--- src/rtl/hcsr04_distance_meter.sv ---
// HC-SR04 ultrasonic ranger: periodic trigger, echo pulse width to centimetres, timeout flag.
// Optional 4-sample moving average of the distance when HCSR04_AVG4_EN is defined.
module hcsr04_distance_meter #(
  parameter int CLK_FREQ_HZ = 100_000_000,
  parameter int TRIG_US     = 10,
  parameter int PERIOD_MS   = 60,
  parameter int TIMEOUT_US  = 25_000,
  parameter int MAX_DIST_CM = 400
) (
  input  logic       clk,
  input  logic       reset,
  input  logic       enable,
  input  logic       echo,
  output logic       trig,
  output logic [9:0] distance,
  output logic       dist_valid,
  output logic       timeout_err,
  output logic       busy
);

  localparam int DIV       = CLK_FREQ_HZ / 1_000_000;
  localparam int DIV_W     = $clog2(DIV);
  localparam int PERIOD_US = PERIOD_MS * 1000;
  localparam int PER_W     = $clog2(PERIOD_US + 1);
  localparam int US_MAX    = (TIMEOUT_US > TRIG_US) ? TIMEOUT_US : TRIG_US;
  localparam int US_W      = $clog2(US_MAX + 1);

  typedef enum logic [2:0] {IDLE, TRIG, WAIT_RISE, MEASURE, HOLDOFF} state_t;

  state_t           state, state_next;
  logic             echo_meta, echo_s, echo_prev;
  logic             echo_rise, echo_fall;
  logic [DIV_W-1:0] div_cnt;
  logic             us_tick;
  logic [US_W-1:0]  us_cnt;
  logic [PER_W-1:0] period_cnt;
  logic [5:0]       us_sub;
  logic [9:0]       cm_cnt;
  logic [9:0]       distance_next;
  logic             trig_entry;
  logic             meas_done;
  logic             timeout_hit;

  assign echo_rise  = echo_s & ~echo_prev;
  assign echo_fall  = ~echo_s & echo_prev;
  assign us_tick    = (div_cnt == DIV_W'(DIV - 1));
  assign trig_entry = (state_next == TRIG) && (state != TRIG);
  assign trig       = (state == TRIG);
  assign busy       = (state != IDLE);

  // NOTE: every variable gets a default first so no path leaves it unassigned (no latch).
  always_comb begin
    state_next  = state;
    meas_done   = 1'b0;
    timeout_hit = 1'b0;
    if (state != IDLE && !enable) begin
      state_next = IDLE;
    end else begin
      case (state)
        IDLE:      if (enable && !echo_s) state_next = TRIG;
        TRIG:      if (us_tick && us_cnt == US_W'(TRIG_US - 1)) state_next = WAIT_RISE;
        WAIT_RISE: begin
          if (echo_rise) begin
            state_next = MEASURE;
          end else if (us_tick && us_cnt == US_W'(TIMEOUT_US - 1)) begin
            timeout_hit = 1'b1;
            state_next  = HOLDOFF;
          end
        end
        MEASURE: begin
          // A fall on the threshold cycle wins: echo_s is already low, so no timeout tick counts.
          if (echo_fall) begin
            meas_done  = 1'b1;
            state_next = HOLDOFF;
          end else if (echo_s && us_tick && us_cnt == US_W'(TIMEOUT_US - 1)) begin
            timeout_hit = 1'b1;
            state_next  = HOLDOFF;
          end
        end
        HOLDOFF: begin
          if (period_cnt == PER_W'(PERIOD_US) ||
              (us_tick && period_cnt == PER_W'(PERIOD_US - 1)))
            state_next = TRIG;
        end
        default:   state_next = IDLE;
      endcase
    end
  end

  // NOTE: sequential state uses non-blocking assignments so all registers update together.
  always_ff @(posedge clk) begin
    if (reset) begin
      state      <= IDLE;
      echo_meta  <= 1'b0;
      echo_s     <= 1'b0;
      echo_prev  <= 1'b0;
      div_cnt    <= '0;
      period_cnt <= '0;
    end else begin
      state     <= state_next;
      echo_meta <= echo;
      echo_s    <= echo_meta;
      echo_prev <= echo_s;
      if (trig_entry || us_tick) div_cnt <= '0;
      else                       div_cnt <= div_cnt + 1'b1;
      if (trig_entry)
        period_cnt <= '0;
      else if (us_tick && period_cnt != PER_W'(PERIOD_US))
        period_cnt <= period_cnt + 1'b1;
    end
  end

  // The tick on the echo-rise cycle already belongs to the echo, so it seeds the counters.
  always_ff @(posedge clk) begin
    if (reset) begin
      us_cnt <= '0;
      us_sub <= '0;
      cm_cnt <= '0;
    end else begin
      if (state_next != state)
        us_cnt <= (state_next == MEASURE && us_tick) ? US_W'(1) : '0;
      else if (us_tick && (state == TRIG || state == WAIT_RISE || (state == MEASURE && echo_s)))
        us_cnt <= us_cnt + 1'b1;

      if (state_next == MEASURE && state != MEASURE) begin
        us_sub <= 6'(us_tick);
        cm_cnt <= '0;
      end else if (state == MEASURE && us_tick && echo_s) begin
        if (us_sub == 6'd57) begin
          us_sub <= '0;
          if (cm_cnt != 10'(MAX_DIST_CM)) cm_cnt <= cm_cnt + 1'b1;
        end else begin
          us_sub <= us_sub + 1'b1;
        end
      end
    end
  end

`ifdef HCSR04_AVG4_EN
  logic [9:0]  hist [3];
  logic        hist_full;
  logic [11:0] avg_sum;

  always_comb begin
    avg_sum = hist_full ? 12'(cm_cnt) + 12'(hist[0]) + 12'(hist[1]) + 12'(hist[2])
                        : {cm_cnt, 2'b00};
    distance_next = 10'(avg_sum >> 2);
  end

  // NOTE: the history array needs no reset; hist_full marks it empty and the first sample fills it.
  always_ff @(posedge clk) begin
    if (meas_done) begin
      hist[0] <= cm_cnt;
      hist[1] <= hist_full ? hist[0] : cm_cnt;
      hist[2] <= hist_full ? hist[1] : cm_cnt;
    end
  end

  always_ff @(posedge clk) begin
    if (reset)          hist_full <= 1'b0;
    else if (meas_done) hist_full <= 1'b1;
  end
`else
  assign distance_next = cm_cnt;
`endif

  always_ff @(posedge clk) begin
    if (reset) begin
      distance    <= '0;
      dist_valid  <= 1'b0;
      timeout_err <= 1'b0;
    end else begin
      dist_valid <= meas_done;
      if (meas_done) begin
        distance    <= distance_next;
        timeout_err <= 1'b0;
      end else if (timeout_hit) begin
        timeout_err <= 1'b1;
      end
    end
  end

endmodule

--- config.mk ---
export PLATFORM = sky130hd
export DESIGN_NAME = hcsr04_distance_meter
export DESIGN_NICKNAME = d
export VERILOG_FILES = /design/src/rtl/hcsr04_distance_meter.sv
export SDC_FILE = /design/constraint.sdc
export NUM_CORES = 1
export LEC_CHECK = 0
export ABC_CLOCK_PERIOD_IN_PS = 3740
export CORE_AREA = 8 8 150 82
export DETAILED_ROUTE_END_ITERATION = 7
export DIE_AREA = 0 0 158 90
export PLACE_DENSITY = 0.64
export SYNTH_ARGS = -nofsm -noshare
export SYNTH_HDL_FRONTEND = slang
export SYNTH_SLANG_ARGS = --single-unit
--- constraint.sdc ---
create_clock -name clk -period 3.74 [get_ports clk]
set_input_delay 0.374 -clock clk [delete_from_list [all_inputs] [get_ports clk]]
set_output_delay 0.374 -clock clk [all_outputs]
set_load 0.01 [all_outputs]
==> impl_metrics.yaml <==
placement:
  dp_cells: 571
  dpl.hpwl_um: 6263
  place_congestion: 0.8840
  portBuffers: 17
floorplan:
  die-height_um: 90
  die_area_um2: 14220
  coreArea_um2: 10410
  fp-row-count: 27
  ios: 18
  start_util: 0.3608
  die-width_um: 158
synthesis:
  yosysSeqAreaShare: 0.3840
  synth.area.mux_share: 0.008333
  synth_fp_nets: 439
  synth-seq-cells: 72
  synth_top_family_by_area: "simple AND/OR/NAND/NOR gates"
  synthSimpleGateAreaFrac: 0.2513
  synth_top_area_cell: "dfxtp_1"
  yosysMostFrequentCell: "dfxtp_1"
  synth_edf_count: 0
  synth_xor_xnor_area_share: 0.09800
  synth.area.top_cells: "dfxtp_1, xnor2_1, a211oi_1"
  synthFlopType: "dfxtp_1"
  syn_area_um2: 3754
  synth-adder-area-share: 0.03000
  ys_async_sr_fraction: 0
  synth_cell_types: 62
  yosys_warnings: 0
  synth-compound-area-share: 0.1803
  avgSynthCellArea_um2: 8.811
  syn-instance-count: 426
  synth_common_cells: "dfxtp_1, nor2_1, xnor2_1"
  yosysTopAreaCellShare: 0.3840
setup_path:
  r2r_start: "div_cnt[2]"
  path_max_fanout: 26
  worstReg2RegEnd: "us_sub[4]"
  arrival_ns: 3.22
  end_kind: "flip-flop"
  critical_path_class: "flip-flop to flip-flop"
  endpoint: "us_sub[4]"
  regToRegSetupSlack_ns: 0.76
  reg2reg_depth: 7
  crit_start: "div_cnt[2]"
  critPathLaunchType: "flip-flop"
  crit_required_ns: 3.98
timing:
  tns_ns: 0
  fin_skew_ns: 0.009323
  drv_slew: 0
  period_share: 0.7976
  rsz0062_at_grt: "no"
  setup_viol: 0
  post-route-min-period_ns: 2.983
  tightest_slew_ns: 0.9374
  timing.fmax_mhz: 335.2
  hold_violations: 0
  whs_ns: 0.4491
  maxSlewHeadroom: 0.3751
status:
  run_status: "complete, no violations"
routing:
  drt-vias-per-instance: 5.411
  drc: 0
  dr_wl_met3_um: 561
  dr.first_iter.drc_count: 236
  met2WireLength_um: 3306
  dr.pass1.iters: 5
  wl_per_cell_um: 14.83
  dr.max_layer_used: "met4"
  vias: 3176
  ant_nets: 0
  wl_um: 8704
  wl_met1_um: 4704
power:
  netSwitchingPower_uw: 463.8
  leakage_nw: 1.344
  power.internal_mw: 1.278
  seqPwrFrac: 0.450
  switching_share: 0.2663
  power.share.clock: 0.468
  ir_drop_mv: 0.1846
  p_comb_frac: 0.082
  power_density_nw_per_um2: 403.5
final_layout:
  drive_gt1_frac: 0.07919
  fin_nets: 450
  diodes: 0
  area_growth_pct: 14.97
  post-route-util: 0.4147
  nFillCells: 1031
  finalNonFillerCells: 587
global_route:
  grt_pass1_vias: 2811
  grt_max_degree: 29
  antenna_found_initial: 0
  track_usage: 0.1252
  grt_pass1_wl_um: 14380
  overflow: 0
clock_tree:
  cts_resized: 0
  cts_buffer_depth: 2
  cts.sinks: 72
  numCtsBuffers: 9
  clk_pin_slew_ns: 0.06
  cts.htree.levels: 3
  cts_setup_buffers: 0
  cts_tree: "yes"
  clkLatencyLatePin_ns: 0.34
  hold_buffers: 0
  root_buffer: "clkbuf_16"
hold_path:
  holdCritPathClass: "flip-flop to flip-flop"
  hp-start: "echo_meta"
flow_run:
  maxCapViolCount: 0
==> area by class of cell <==
type	count	area [um^2]	share of cell area
Clock inverter	7	60.06	0.01392
Clock buffer	9	225.2	0.05219
Multi-Input combinational cell	313	2132	0.4941
Inverter	20	75.07	0.01740
Tap cell	145	181.4	0.04204
Timing Repair Buffer	21	200.2	0.04639
Sequential cell	72	1441	0.3340
==> routing by layer <==
metal / up-vias / global-route usage
li1: 1594 / -
met1: 1482 / 0.1866
met2: 87 / 0.1601
met3: 13 / 0.03629
met4: 0 / 0.05148
met5: - / 0
==> cell usage in the layout, fill, tap and decap left out, types with 6 or more instances in the layout <==
cell and n:
a2111oi_0 6, a211oi_1 21, a21oi_1 13, a22o_1 10, and3_1 6, clkbuf_16 9
clkdlybuf4s50_1 17, dfxtp_1 72, ha_1 9, inv_1 20, nand2_1 22, nand3_1 15
nand4_1 10, nor2_1 37, nor2b_1 7, nor3_1 26, nor4_1 7, o21ai_0 9
xnor2_1 28, xor2_1 14
==> metrics by stage <==
stage	setup slack [ns]	total power, mW	instance area, um^2
CTS	0.7496	1.761	4315
global placement	0.7649	0.9389	4030
global route	0.5079	1.809	4315
detailed placement	0.7183	0.9408	4030
floorplan	1.328	0.8964	3754
finish	0.7570	1.741	4315
==> how the worst min path moves through the flow <==
stage / depth (start not counted) / endpoint / slack, ns
floorplan: 1 / echo_s / 0.41
global placement: 1 / echo_s / 0.43
detailed placement: 1 / echo_s / 0.44
CTS: 1 / echo_s / 0.45
global route: 1 / echo_s / 0.46
finish: 1 / echo_s / 0.45
==> critical path: stages, from the launching register on <==
cell	delay [ns]
dfxtp_1	0.36
nor4b_1	0.66
nand4_1	0.45
o2bb2ai_1	0.41
a31oi_2	0.13
buf_4	0.25
a21o_1	0.36
a211oi_1	0.26
==> flip-flops by register name (all words and copies together), names as in the netlist, 3 cells and up <==
name,count
cm_cnt,10
period_cnt,16
state,3
us_cnt,15
us_sub,6
div_cnt,7
distance,10
==> power groups by stage <==
stage	Combinational, mW	Sequential, mW	Clock [mW]
2_1_floorplan	0.102	0.794	0
3_3_place_gp	0.139	0.800	0
3_5_place_dp	0.141	0.800	0
4_1_cts	0.141	0.782	0.837
5_1_grt	0.154	0.783	0.871
6_report	0.143	0.783	0.815
==> cells by family (layout without fill, tap and decap cells) <==
group	after synthesis	in the layout
AOI/OAI and AO/OA	89	89
xor gates and xnor gates	42	42
adders and majority gates	9	9
buffers and inverters	41	57
DFF	72	72
muxes	3	3
and+or+nand+nor	170	170
(Power assumes the default switching activity.)
